--- config.mk ---
export PLATFORM = sky130hd
export DESIGN_NAME = spi_slave
export DESIGN_NICKNAME = d
export VERILOG_FILES = /design/src/rtl/spi_slave.sv
export SDC_FILE = /design/constraint.sdc
export NUM_CORES = 1
export LEC_CHECK = 0
export ABC_AREA = 1
export CELL_PAD_IN_SITES_DETAIL_PLACEMENT = 1
export CELL_PAD_IN_SITES_GLOBAL_PLACEMENT = 1
export CORE_AREA = 2 2 71 86
export CTS_CLUSTER_SIZE = 30
export DETAILED_ROUTE_END_ITERATION = 7
export DIE_AREA = 0 0 73 88
export HOLD_SLACK_MARGIN = 0.1
export PLACE_DENSITY = 0.77
export SYNTH_ARGS = -nofsm -noshare
export SYNTH_HDL_FRONTEND = slang
export SYNTH_SLANG_ARGS = --single-unit
--- constraint.sdc ---
create_clock -name clk -period 1.6 [get_ports clk]
set_clock_uncertainty 0.15 [all_clocks]
set_input_delay 0.16 -clock clk [delete_from_list [all_inputs] [get_ports clk]]
set_output_delay 0.16 -clock clk [all_outputs]
set_load 0.1 [all_outputs]
--- src/rtl/spi_slave.sv ---
// SPI target: oversamples SCLK/SS_N/MOSI in the clk domain, run-time CPOL/CPHA, single-entry tx buffer.
// Define SPI_SLAVE_LSB_FIRST_EN to shift words LSB first in both directions (default MSB first).
module spi_slave #(
  parameter int DATA_WIDTH = 8
) (
  input  logic                  clk,
  input  logic                  rst,
  input  logic                  i_cpol,
  input  logic                  i_cpha,
  input  logic                  sclk,
  input  logic                  ss_n,
  input  logic                  mosi,
  output logic                  miso,
  output logic                  miso_oe,
  input  logic [DATA_WIDTH-1:0] tx_data,
  input  logic                  tx_valid,
  output logic                  tx_ready,
  output logic [DATA_WIDTH-1:0] rx_data,
  output logic                  rx_valid,
  output logic                  tx_underrun
);

  localparam int CW = (DATA_WIDTH > 2) ? $clog2(DATA_WIDTH) : 1;
`ifdef SPI_SLAVE_LSB_FIRST_EN
  localparam int OUT_BIT = 0;
`else
  localparam int OUT_BIT = DATA_WIDTH - 1;
`endif

  typedef enum logic {IDLE, ACTIVE} state_t;

  state_t                state_q;
  logic [2:0]            sclk_q;   // [0],[1] synchroniser, [2] edge-detect delay
  logic [2:0]            ss_q;
  logic [1:0]            mosi_q;
  logic                  cpol_q, cpha_q;
  logic [DATA_WIDTH-1:0] buf_q, tx_sh_q, rx_sh_q, rx_data_q;
  logic                  buf_full_q;
  logic [CW-1:0]         cnt_q;
  logic                  word_done_q, first_pend_q;
  logic                  miso_q, miso_oe_q, rx_valid_q, tx_underrun_q;

  logic                  lead_e, trail_e, sample_e, shift_e, ss_fall, ss_rise, hs, word_start;
  logic [DATA_WIDTH-1:0] load_word, rx_sh_d, tx_sh_d;

  always_comb begin
    lead_e     = cpol_q ? (~sclk_q[1] & sclk_q[2]) : (sclk_q[1] & ~sclk_q[2]);
    trail_e    = cpol_q ? (sclk_q[1] & ~sclk_q[2]) : (~sclk_q[1] & sclk_q[2]);
    sample_e   = cpha_q ? trail_e : lead_e;
    shift_e    = cpha_q ? lead_e : trail_e;
    ss_fall    = ~ss_q[1] & ss_q[2];
    ss_rise    = ss_q[1] & ~ss_q[2];
    hs         = tx_valid & ~buf_full_q;
    load_word  = buf_full_q ? buf_q : '0;
    // A word starts on select, or on the first shift edge after a completed word.
    word_start = ((state_q == IDLE) & ss_fall) |
                 ((state_q == ACTIVE) & ~ss_rise & word_done_q & shift_e);
`ifdef SPI_SLAVE_LSB_FIRST_EN
    rx_sh_d    = {mosi_q[1], rx_sh_q[DATA_WIDTH-1:1]};
    tx_sh_d    = tx_sh_q >> 1;
`else
    rx_sh_d    = {rx_sh_q[DATA_WIDTH-2:0], mosi_q[1]};
    tx_sh_d    = tx_sh_q << 1;
`endif
  end

  always_ff @(posedge clk) begin
    if (rst) begin
      state_q       <= IDLE;
      sclk_q        <= '0;
      ss_q          <= '0;
      mosi_q        <= '0;
      cpol_q        <= 1'b0;
      cpha_q        <= 1'b0;
      buf_q         <= '0;
      buf_full_q    <= 1'b0;
      tx_sh_q       <= '0;
      rx_sh_q       <= '0;
      rx_data_q     <= '0;
      cnt_q         <= '0;
      word_done_q   <= 1'b0;
      first_pend_q  <= 1'b0;
      miso_q        <= 1'b0;
      miso_oe_q     <= 1'b0;
      rx_valid_q    <= 1'b0;
      tx_underrun_q <= 1'b0;
    end else begin
      sclk_q        <= {sclk_q[1:0], sclk};
      ss_q          <= {ss_q[1:0], ss_n};
      mosi_q        <= {mosi_q[0], mosi};
      rx_valid_q    <= 1'b0;
      tx_underrun_q <= word_start & ~buf_full_q;

      // Handshake is applied after the word-start drain so a same-cycle fill survives.
      if (word_start) buf_full_q <= 1'b0;
      if (hs) begin
        buf_q      <= tx_data;
        buf_full_q <= 1'b1;
      end

      case (state_q)
        IDLE: begin
          miso_q      <= 1'b0;
          miso_oe_q   <= 1'b0;
          cnt_q       <= '0;
          word_done_q <= 1'b0;
          if (ss_fall) begin
            state_q      <= ACTIVE;
            miso_oe_q    <= 1'b1;
            tx_sh_q      <= load_word;
            first_pend_q <= cpha_q;
            if (!cpha_q) miso_q <= load_word[OUT_BIT];
          end else begin
            cpol_q <= i_cpol;
            cpha_q <= i_cpha;
          end
        end
        ACTIVE: begin
          if (ss_rise) begin
            state_q      <= IDLE;
            miso_q       <= 1'b0;
            miso_oe_q    <= 1'b0;
            cnt_q        <= '0;
            word_done_q  <= 1'b0;
            first_pend_q <= 1'b0;
          end else begin
            if (sample_e) begin
              rx_sh_q <= rx_sh_d;
              if (cnt_q == CW'(DATA_WIDTH - 1)) begin
                rx_data_q   <= rx_sh_d;
                rx_valid_q  <= 1'b1;
                cnt_q       <= '0;
                word_done_q <= 1'b1;
              end else begin
                cnt_q <= cnt_q + CW'(1);
              end
            end
            if (shift_e) begin
              if (word_done_q) begin
                tx_sh_q     <= load_word;
                miso_q      <= load_word[OUT_BIT];
                word_done_q <= 1'b0;
              end else if (first_pend_q) begin
                miso_q       <= tx_sh_q[OUT_BIT];
                first_pend_q <= 1'b0;
              end else begin
                tx_sh_q <= tx_sh_d;
                miso_q  <= tx_sh_d[OUT_BIT];
              end
            end
          end
        end
        default: state_q <= IDLE;
      endcase
    end
  end

  assign miso        = miso_q;
  assign miso_oe     = miso_oe_q;
  assign tx_ready    = ~buf_full_q;
  assign rx_data     = rx_data_q;
  assign rx_valid    = rx_valid_q;
  assign tx_underrun = tx_underrun_q;

endmodule

# Yosys cells after proc, flatten, opt, wreduce, memory -nomap -nowiden
# Cells that the tools add are included.
op_classes:
  bitwise_logic: 20
  n_shift: 0
  n_lt_le_gt_ge: 0
  n_mul: 0
  n_reduce_logical: 7
  n_div: 0
  mux: 41
  add_sub_neg: 1
  n_eq_ne: 9
ops:
  columns: ["op", "n"]
  rows:
  - ["$mux W8", 6]
  - ["$mux W1", 25]
  - ["$pmux W8 S2", 1]
  - ["$and A1 B1 Y1", 10]
  - ["$pmux W1 S2", 5]
  - ["$mux W3", 3]
  - ["$not A1 Y1", 9]
  - ["$reduce_and A4 Y1", 2]
  - ["$ne A3 B1 Y1 const B", 2]
  - ["$pmux W3 S2", 1]
  - ["$reduce_and A3 Y1", 2]
  - ["$ne A2 B1 Y1 const B", 2]
  - ["$ne A2 B2 Y1 const B", 2]
  - ["$reduce_or A4 Y1", 1]
  - ["$add A3 B1 Y3 const B", 1]
  - ["$eq A3 B3 Y1 const B", 1]
  - ["$ne A3 B2 Y1 const B", 1]
  - ["$ne A3 B3 Y1 const B", 1]
  - ["$reduce_and A2 Y1", 1]
  - ["$reduce_bool A2 Y1", 1]
  - ["$or A1 B1 Y1", 1]
totals:
  out_inout_bits: 13
  latchBits: 0
  ramBits: 0
  memories: 0
  romBits: 0
  regBits: 52
  wordCells: 96
  input_bits: 16

# Longest topological paths before layout
# Gate-level depths: netlist (run 1).
logic_depth:
  word_depth: 9
  depth_mapped: 9
  mapped_depth_nobuf: 9

# Worst setup path after synthesis (run 1)
# OpenSTA, ideal clock, no wires.
synth_path:
  path_type: "reg-to-reg"
  startpoint: "reg buf_full_q"
  endpoint: "reg buf_q[5]"
  synth_period_minus_slack_ns: 1.937
  stages_incl_launch_ff: 7
  setup_time_ns: 0.065
  setup_slack_ns: -0.337
  t_required_ns: 1.385
  path_buffers: 1
  arrival_ns: 1.722
  path_cell_list: "dfxtp_1 -> buf_2 -> inv_1 -> nand2_1 -> inv_1 -> nor2_1 -> nor2_1"
synth_via:
  elab_chain_len: 2
synth_rtl:
  columns: ["item", "line_no", "source"]
  rows:
  - ["from (decl)", "38", "logic buf_full_q;"]
  - ["from (signal assigned)", "76", "buf_full_q <= 1'b0;"]
  - ["from (signal assigned)", "95", "if (word_start) buf_full_q <= 1'b0;"]
  - ["from (signal assigned)", "98", "buf_full_q <= 1'b1;"]
  - ["$not A1 Y1", null, null]
  - ["named net tx_ready", "17", "output logic tx_ready,"]
  - ["$and A1 B1 Y1", "53", "hs = tx_valid & ~buf_full_q;"]
  - ["to (signal assigned)", "97", "buf_q <= tx_data;"]
  - ["to (decl)", "37", "logic [DATA_WIDTH-1:0] buf_q, tx_sh_q, rx_sh_q, rx_data_q;"]
# The timed path passes the listed nets, and every way through them passes these cells.
# A chain may end at the register's enable or synchronous reset.

# Worst setup path after layout (run 1)
layout_path:
  startpoint: "reg buf_full_q"
  endpoint: "out tx_ready"
layout_via:
  elab_chain_len: 1
layout_rtl:
  columns: ["item", "line_no", "source"]
  rows:
  - ["$not A1 Y1", "160", "assign tx_ready = ~buf_full_q;"]
  - ["to (decl)", "17", null]
# No other way between the ends.

==> results of run 1 <==
## cell type report
| class | count | area (sq um) |
|---|---|---|
| Inverter | 36 | 149 |
| Fill cell | 693 | 2800 |
| Clock buffer | 5 | 68.8 |
| Tap cell | 64 | 80.1 |
| Clock inverter | 3 | 25.0 |
| Multi-Input combinational cell | 193 | 953 |
| Timing Repair Buffer | 33 | 473 |
| Sequential cell | 52 | 1040 |
## logic make-up (layout without fill, tap and decap cells)
| group | count (synthesis) | in the layout | share of synthesized area (%) |
|---|---|---|---|
| AND/OR/NAND/NOR | 144 | 144 | 30.5 |
| adder cells (fa/ha/maj) | 2 | 2 | 1.18 |
| flip-flops | 52 | 52 | 49.0 |
| AO/OA/AOI/OAI | 47 | 47 | 11.6 |
| buffers and inverters | 43 | 77 | 7.77 |
## metrics by stage
stage	setup slack, ns	std cells	setup TNS, ns	power (mW)
after global placement	0.137	378	0	1.67
after CTS	0.0591	386	0	2.47
after detailed placement	0.0858	378	0	1.68
after global routing	-0.0273	386	-0.0440	2.57
final	0.101	386	0	2.45
after floorplan	0.00150	288	0	1.57
## flip-flops by register name, summed over array words and instances (netlist names), 2 cells and up
name,flops
cnt_q,3
ss_q,3
sclk_q,3
rx_data,8
rx_sh_q,7
tx_sh_q,8
mosi_q,2
buf_q,8
## layer usage
layer | global-route usage (%) | up-vias | wire [microns]
met5 | 0 | - | 0
met4 | 7.24 | 0 | 107
met3 | 3.34 | 7 | 123
met2 | 31.7 | 22 | 2730
met1 | 19.8 | 915 | 2180
li1 | - | 981 | -
## worst min-delay path by stage
stage	startpoint	end	slack, ns	depth (start not counted)
after floorplan	mosi	mosi_q[0]	0.12	2
after global placement	ss_q[0]	ss_q[1]	0.24	2
after detailed placement	sclk_q[0]	sclk_q[1]	0.25	2
after CTS	ss_n	ss_q[0]	0.20	3
after global routing	mosi	mosi_q[0]	0.20	3
final	ss_n	ss_q[0]	0.21	3
## cell usage in the layout, fill, tap and decap left out, types with 9 or more instances in the layout
| master | Yosys | layout |
|---|---|---|
| clkdlybuf4s50_1 | 0 | 15 |
| nor2_1 | 57 | 57 |
| inv_1 | 28 | 25 |
| o21ai_0 | 13 | 13 |
| a21oi_1 | 19 | 18 |
| nand2_1 | 57 | 55 |
| dfxtp_1 | 52 | 50 |
| buf_12 | 0 | 15 |
| nand3_1 | 10 | 9 |
## power by group through the flow
stage / Sequential [mW] / Combinational, mW / Clock (mW)
4_1_cts: 1.37 / 0.279 / 0.824
3_3_place_gp: 1.40 / 0.270 / 0
2_1_floorplan: 1.39 / 0.176 / 0
3_5_place_dp: 1.40 / 0.277 / 0
5_1_grt: 1.38 / 0.315 / 0.879
6_report: 1.37 / 0.282 / 0.797
## critical path, stage by stage, from the launching register on
cell and delay [ns]:
dfxtp_2 0.48, clkinvlp_4 0.20, buf_12 0.20
## repair_timing
item,4_1_cts,5_1_grt
setup buffers,0,0
hold buffers,0,0
endpoints found under the setup margin,0,25
gates resized for setup,0,11
==> results.md, run 1 <==
- Total core area: 5590 sq um
- Post-layout min period: 1.50 ns
- Die ar.: 6420 sq um
- Final Max Slew Viols: 0
- Antenna cells: 0
- Outcome: complete, no violations
- Int Pwr: 1.77 mW
- Synth top cells by count: 57 x nand2_1, 57 x nor2_1, 52 x dfxtp_1, 28 x inv_1, 19 x a21oi_1
- DRC violation count after routing: 0
- Crit Path Max Fanout: 10
- 1st-iter DRT viols: 75
- R2R depth: 8
- Number of global-route vias before repair: 1951
- Chip width: 73 microns
- Slew at the pin closest to its max-slew limit: 0.253 ns
- Startpoint type of the worst setup path: register
- Worst EP required: 1.29 ns
- Post-DP HPWL: 3800 microns
- DRT antenna net count: 0
- First-pass GRT wire length: 8790 microns
- Period utilization: 93.7%
- CP Capture Type: primary output
- Worst-Skew Late Latency: 0.31 ns
- Logic pwr share: 11.5%
- Flops & latches, synth: 52
- Post-synthesis cell area: 2130 sq um
- R2R Setup Slk: 0.12 ns
- Sequential share of the synthesized area: 49.0%
- Worst vdd ir: 0.505 mV
- Yosys warnings: 0
- Cells after Synth: 288
- Setup Viol. Count Final: 0
- Gr usage total: 17.5%
- Die Y: 88 microns
- Vias: 1925
- Switch Pwr: 675 uW
- Reg-to-reg endpoint: tx_sh_q[1]
- Highest Clock Rate: 667 MHz
- Crit. Startpoint: buf_full_q
- Synth top area share: 49.0%
- Layout area overhead: 31.4%
- Number of antenna violations at the first check in global routing: 0
- Starting Density: 38.0%
- Cell area after placement: 2660 sq um
- Clk root buf: clkbuf_8
- Routability cong.: 0.763
- Async SR Flop Fraction: 0%
- H-tree depth: 2
- I/O pins: 29
- Congestion Overflow GR: 0
- RSZ-0062 raised after global routing: true
- Switching share of total power: 27.5%
- Final core occ: 49.9%
- Detailed-route wire length per cell: 13.3 microns
- First-pass iteration count of the detailed router: 4
- Area leader, netlist: dfxtp_1
- Leak: 1.15 nW
- Syn_nets: 306
- Clock tree sinks: 52
- Clock power share: 32.5%
- Crit Path Class: register to primary output
- Count of flip-flops with a built-in enable after synthesis: 0
- Max-Cap Viols: 0
- Final hold vios: 0
- Slew margin rel.: 83.1%
- Final net count: 339
- Yosys cell types: 22
- Hold crit path type: primary input to register
- Pwr dens: 877 nW/um^2
- Post-Route WL: 5140 microns
- Design Area, Final: 2790 sq um
- CTS buffer count: 5
- Post-synth top flop: dfxtp_1
- Mean Syn Cell Area: 7.38 sq um
- Via-to-Cell Ratio: 4.99
- Port Buffers: 28
- Largest net degree at the start of global routing: 29
- Row count: 30
- Synth area leaders: dfxtp_1 49%, nand2_1 10%, nor2_1 10%
- Hold_ws: 0.209 ns
- Sequential group share of total power: 56.0%
- CTS tree: done
- Clock buffer depth: 2
- Worst Setup EP: tx_ready
- Critical R2R Launch: cpha_q
- Clk slew on worst S/H paths: 0.10 ns
- CP Data Arrival Time: 1.19 ns
- Share of cells above drive strength 1: 15.8%
Power figures use the tool's default switching activity.
==> inputs of run 2 (changes only) <==
==> config.mk (replaced) <==
export PLATFORM = sky130hd
export DESIGN_NAME = spi_slave
export DESIGN_NICKNAME = d
export VERILOG_FILES = /design/src/rtl/spi_slave.sv
export SDC_FILE = /design/constraint.sdc
export NUM_CORES = 1
export LEC_CHECK = 0
export ABC_AREA = 1
export CORE_AREA = 2 2 63 77
export CTS_CLUSTER_SIZE = 30
export DETAILED_ROUTE_END_ITERATION = 7
export DIE_AREA = 0 0 65 79
export HOLD_SLACK_MARGIN = 0.1
export MAX_ROUTING_LAYER = met4
export PLACE_DENSITY = 0.72
export SKIP_CTS_REPAIR_TIMING = 1
export SYNTH_ARGS = -nofsm -noshare
export SYNTH_HDL_FRONTEND = slang
export SYNTH_SLANG_ARGS = --single-unit
==> results.md, run 2 (same netlist as run 1, synthesis figures left out) <==
- Layout area overhead: 29.7%
- Period utilization: 94.2%
- Worst vdd ir: 0.667 mV
- Critical R2R Launch: ss_q[1]
- RSZ-0062 raised after global routing: true
- Total core area: 4430 sq um
- Gr usage total: 19.7%
- First-pass iteration count of the detailed router: 4
- Pwr dens: 863 nW/um^2
- Clock buffer depth: 2
- Worst-Skew Late Latency: 0.31 ns
- Worst EP required: 1.29 ns
- Post-DP HPWL: 3070 microns
- H-tree depth: 2
- Outcome: complete, no violations
- Crit. Startpoint: buf_full_q
- Fill count: 414
- Most frequent cells in the layout: 57 x nor2_1, 54 x nand2_1, 50 x dfxtp_1
- Die Y: 79 microns
- Clk root buf: clkbuf_8
- Final net count: 340
- Clock tree sinks: 52
- Post-Route WL: 4390 microns
- Slew margin rel.: 73.5%
- Detailed-route wire length per cell: 11.5 microns
- Congestion Overflow GR: 0
- Worst hold path startpoint: ss_n
- First-pass GRT wire length: 7720 microns
- Post-layout min period: 1.51 ns
- DRC violation count after routing: 0
- CP Capture Type: primary output
- Starting Density: 48.0%
- Number of global-route vias before repair: 1811
- Crit path cell chain: clkinvlp_4 -> buf_12
- Commonest non-fill, non-tap cell in the layout: nor2_1
- Clk slew on worst S/H paths: 0.10 ns
- Startpoint type of the worst setup path: register
- CTS tree: done
- Number of antenna violations at the first check in global routing: 0
- Hold crit path type: primary input to register
- Crit Path Max Fanout: 10
- I/O pins: 29
- Final hold vios: 0
- Highest Clock Rate: 664 MHz
- Port Buffers: 28
- CP Data Arrival Time: 1.20 ns
- Row count: 27
- Final cell count without fillers: 381
- DRT antenna net count: 0
- Antenna cells: 0
- Final Max Slew Viols: 0
- Chip width: 65 microns
- Die ar.: 5140 sq um
- 1st-iter DRT viols: 119
- CP max stage cell: dfxtp_2
- Via-to-Cell Ratio: 4.85
- Post-Place Cells: 370
- Buf/Inv on CP: 2
- CP peak stage delay: 0.48 ns
- Top delay family on crit path: flip-flops
- CTS buffer count: 5
- Setup Viol. Count Final: 0
- Final core occ: 62.3%
- Crit Path Class: register to primary output
- Largest net degree at the start of global routing: 29
- Leak: 1.14 nW
- Routability cong.: 0.824
- Max-Cap Viols: 0
- Slew at the pin closest to its max-slew limit: 0.398 ns
- Share of cells above drive strength 1: 14.9%
- Vias: 1849
[run 2: worst paths after layout]
kind	to	slack, ns	depth (start not counted)
min reg2reg	ss_q[1]	0.26	2
min	ss_q[0]	0.21	3
max	tx_ready	0.09	2
max reg2reg	tx_sh_q[2]	0.13	7
[run 2: power breakdown]
| part | internal, mW | total (mW) | switching [mW] | leakage, nW |
|---|---|---|---|---|
| registers | 1.34 | 1.37 | 0.0311 | 0.425 |
| logic | 0.114 | 0.274 | 0.160 | 0.674 |
| clock network | 0.313 | 0.737 | 0.424 | 0.0424 |
| total | 1.77 | 2.38 | 0.615 | 1.14 |
[run 2: final cells by class]
class / count / area (sq um) / area share [%]
clock buffer: 7 / 76.3 / 2.77
clock inverter: 1 / 8.76 / 0.318
inverter: 36 / 146 / 5.31
multi-input combinational: 193 / 942 / 34.2
sequential: 52 / 1040 / 37.8
tap: 58 / 72.6 / 2.63
timing repair buffer: 34 / 468 / 17.0
[run 2: through the flow]
stage / setup slack, ns / total power, mW / setup TNS, ns / hold WS, ns / instance area, sq um
4_1_cts: 0.0839 / 2.39 / 0 / 0.203 / 2710
5_1_grt: -0.00857 / 2.48 / -0.0150 / 0.239 / 2760
3_3_place_gp: 0.144 / 1.66 / 0 / 0.241 / 2630
6_report: 0.0935 / 2.38 / 0 / 0.209 / 2760
2_1_floorplan: 0.00150 / 1.57 / 0 / 0.117 / 2150
3_5_place_dp: 0.117 / 1.67 / 0 / 0.245 / 2630
[run 2: worst reg2reg max path, delay by kind of cell, from the launching register on]
kind	cells	cell delay [ns]
compound gates	1	0.36
flops	1	0.32
simple gates	4	0.33
buf+inv	2	0.27
[run 2: per-layer routing]
| layer | part of all wire (%) | vias to the layer above | GRT usage [%] |
|---|---|---|---|
| met4 | 2.2 | 0 | 7.87 |
| met1 | 43 | 812 | 22.0 |
| li1 | - | 985 | - |
| met2 | 51 | 39 | 34.2 |
| met3 | 3.7 | 13 | 4.11 |
| met5 | 0 | - | - |
==> inputs of run 3 (changes only) <==
--- a/config.mk
+++ b/config.mk
@@ -7,9 +7,9 @@
 export LEC_CHECK = 0
 export ABC_AREA = 1
 export CORE_AREA = 2 2 63 77
-export CTS_CLUSTER_SIZE = 30
 export DETAILED_ROUTE_END_ITERATION = 7
 export DIE_AREA = 0 0 65 79
+export GPL_TIMING_DRIVEN = 0
 export HOLD_SLACK_MARGIN = 0.1
 export MAX_ROUTING_LAYER = met4
 export PLACE_DENSITY = 0.72
==> results.md, run 3 (same netlist as run 1, synthesis figures left out) <==
- Post-Route WL: 4460 microns
- Share of cells above drive strength 1: 15.4%
- Number of global-route vias before repair: 1682
- Via-to-Cell Ratio: 4.82
- Crit Path Class: register to primary output
- Detailed-route wire length per cell: 11.6 microns
- CP Capture Type: primary output
- Leak: 1.09 nW
- Worst-Skew Late Latency: 0.30 ns
- Highest Clock Rate: 663 MHz
- Worst vdd ir: 0.590 mV
- Critical R2R Launch: cnt_q[0]
- CTS buffer count: 5
- 1st-iter DRT viols: 110
- Post-layout min period: 1.51 ns
- Final net count: 342
- Routability cong.: 0.863
- Final core occ: 58.2%
- Number of antenna violations at the first check in global routing: 0
- Hold crit path type: primary input to register
- Post-DP HPWL: 3140 microns
- Congestion Overflow GR: 0
- DRC violation count after routing: 0
- Worst hold path startpoint: rst
- Slew at the pin closest to its max-slew limit: 0.560 ns
- Antenna cells: 0
- Post-Place Setup Slack: -0.374 ns
- Outcome: complete, no violations
- Switch Pwr: 622 uW
- Hold depth: 4
- Die ar.: 5140 sq um
- Layout area overhead: 21.1%
- Commonest non-fill, non-tap cell in the layout: nor2_1
- Final hold vios: 0
- Int Pwr: 1.80 mW
- Most frequent cells in the layout: 57 x nor2_1, 54 x nand2_1, 50 x dfxtp_1
- Slew margin rel.: 62.8%
- Vias: 1846
- Period utilization: 94.3%
- Logic pwr share: 11.1%
- DRT antenna net count: 0
- Final worst slack: 0.0916 ns
- CP Data Arrival Time: 1.20 ns
- CTS tree: done
- First-pass GRT wire length: 7380 microns
- Starting Density: 48.0%
- Startpoint type of the worst setup path: register
- Clock buffer depth: 2
- Max-Cap Viols: 0
- Gr usage total: 18.9%
- Clk slew on worst S/H paths: 0.09 ns
- Row count: 27
- Sequential group share of total power: 56.4%
- Clock tree sinks: 52
- Pwr dens: 939 nW/um^2
- Crit Path Max Fanout: 10
- Final Max Slew Viols: 0
- Setup Viol. Count Final: 0
- Die Y: 79 microns
- Clock power share: 32.6%
- I/O pins: 29
- Worst EP required: 1.29 ns
- Clk root buf: clkbuf_8
- Chip width: 65 microns
- H-tree depth: 2
- R2R Setup Slk: 0.13 ns
- Switching share of total power: 25.7%
- Total core area: 4430 sq um
- R2R depth: 6
- First-pass iteration count of the detailed router: 4
- WHS Endpoint: rx_data[0]
- Port Buffers: 27
- Largest net degree at the start of global routing: 17
- Reg-to-reg endpoint: rx_data[2]
[run 3: layer usage]
layer  GRT usage (%)  vias up  part of all wire [%]
li1                -      995                     -
met1            21.1      819                    46
met2            33.6       26                    50
met4            5.74        0                   1.5
met3            4.11        6                   3.1
met5               -        -                     0
[run 3: cell type report]
cell class | instances | area [sq um]
inverter | 36 | 144
timing repair buffer | 29 | 225
buffer | 7 | 38.8
clock inverter | 2 | 13.8
multi-input combinational | 193 | 953
sequential | 52 | 1040
fill | 458 | 1850
tap | 58 | 72.6
clock buffer | 6 | 82.6
[run 3: how the worst max path moves through the flow]
stage	startpoint	endpoint	slack, ns	cells after the start
after global routing	cnt_q[0]	rx_data[3]	-0.002	6
after global placement	buf_full_q	tx_ready	-0.37	3
final	buf_full_q	tx_ready	0.09	3
after detailed placement	buf_full_q	tx_ready	-0.37	3
after floorplan	buf_full_q	buf_q[2]	0.001	6
after CTS	buf_full_q	tx_ready	-0.72	3
[run 3: stage by stage]
step	TNS (ns)	total power, mW	hold slack, ns	std cells	area [sq um]
after floorplan	0	1.57	0.117	288	2150
after CTS	-6.70	2.42	-0.0481	381	2590
final	0	2.42	0.201	383	2570
after global routing	-0.00186	2.53	0.217	383	2570
after global placement	-2.19	1.65	0.239	373	2490
after detailed placement	-2.25	1.65	0.245	373	2490
[run 3: power groups by stage]
stage | clock network (mW) | registers [mW] | logic [mW]
floorplan | 0 | 1.39 | 0.176
global placement | 0 | 1.39 | 0.259
detailed placement | 0 | 1.39 | 0.262
CTS | 0.800 | 1.36 | 0.263
global route | 0.862 | 1.37 | 0.300
finish | 0.787 | 1.36 | 0.267
[run 3: worst max-delay path, stage by stage, from the launching register on]
cell and delay [ns]:
dfxtp_2 0.33, buf_6 0.14, clkinvlp_4 0.13, clkbuf_4 0.30
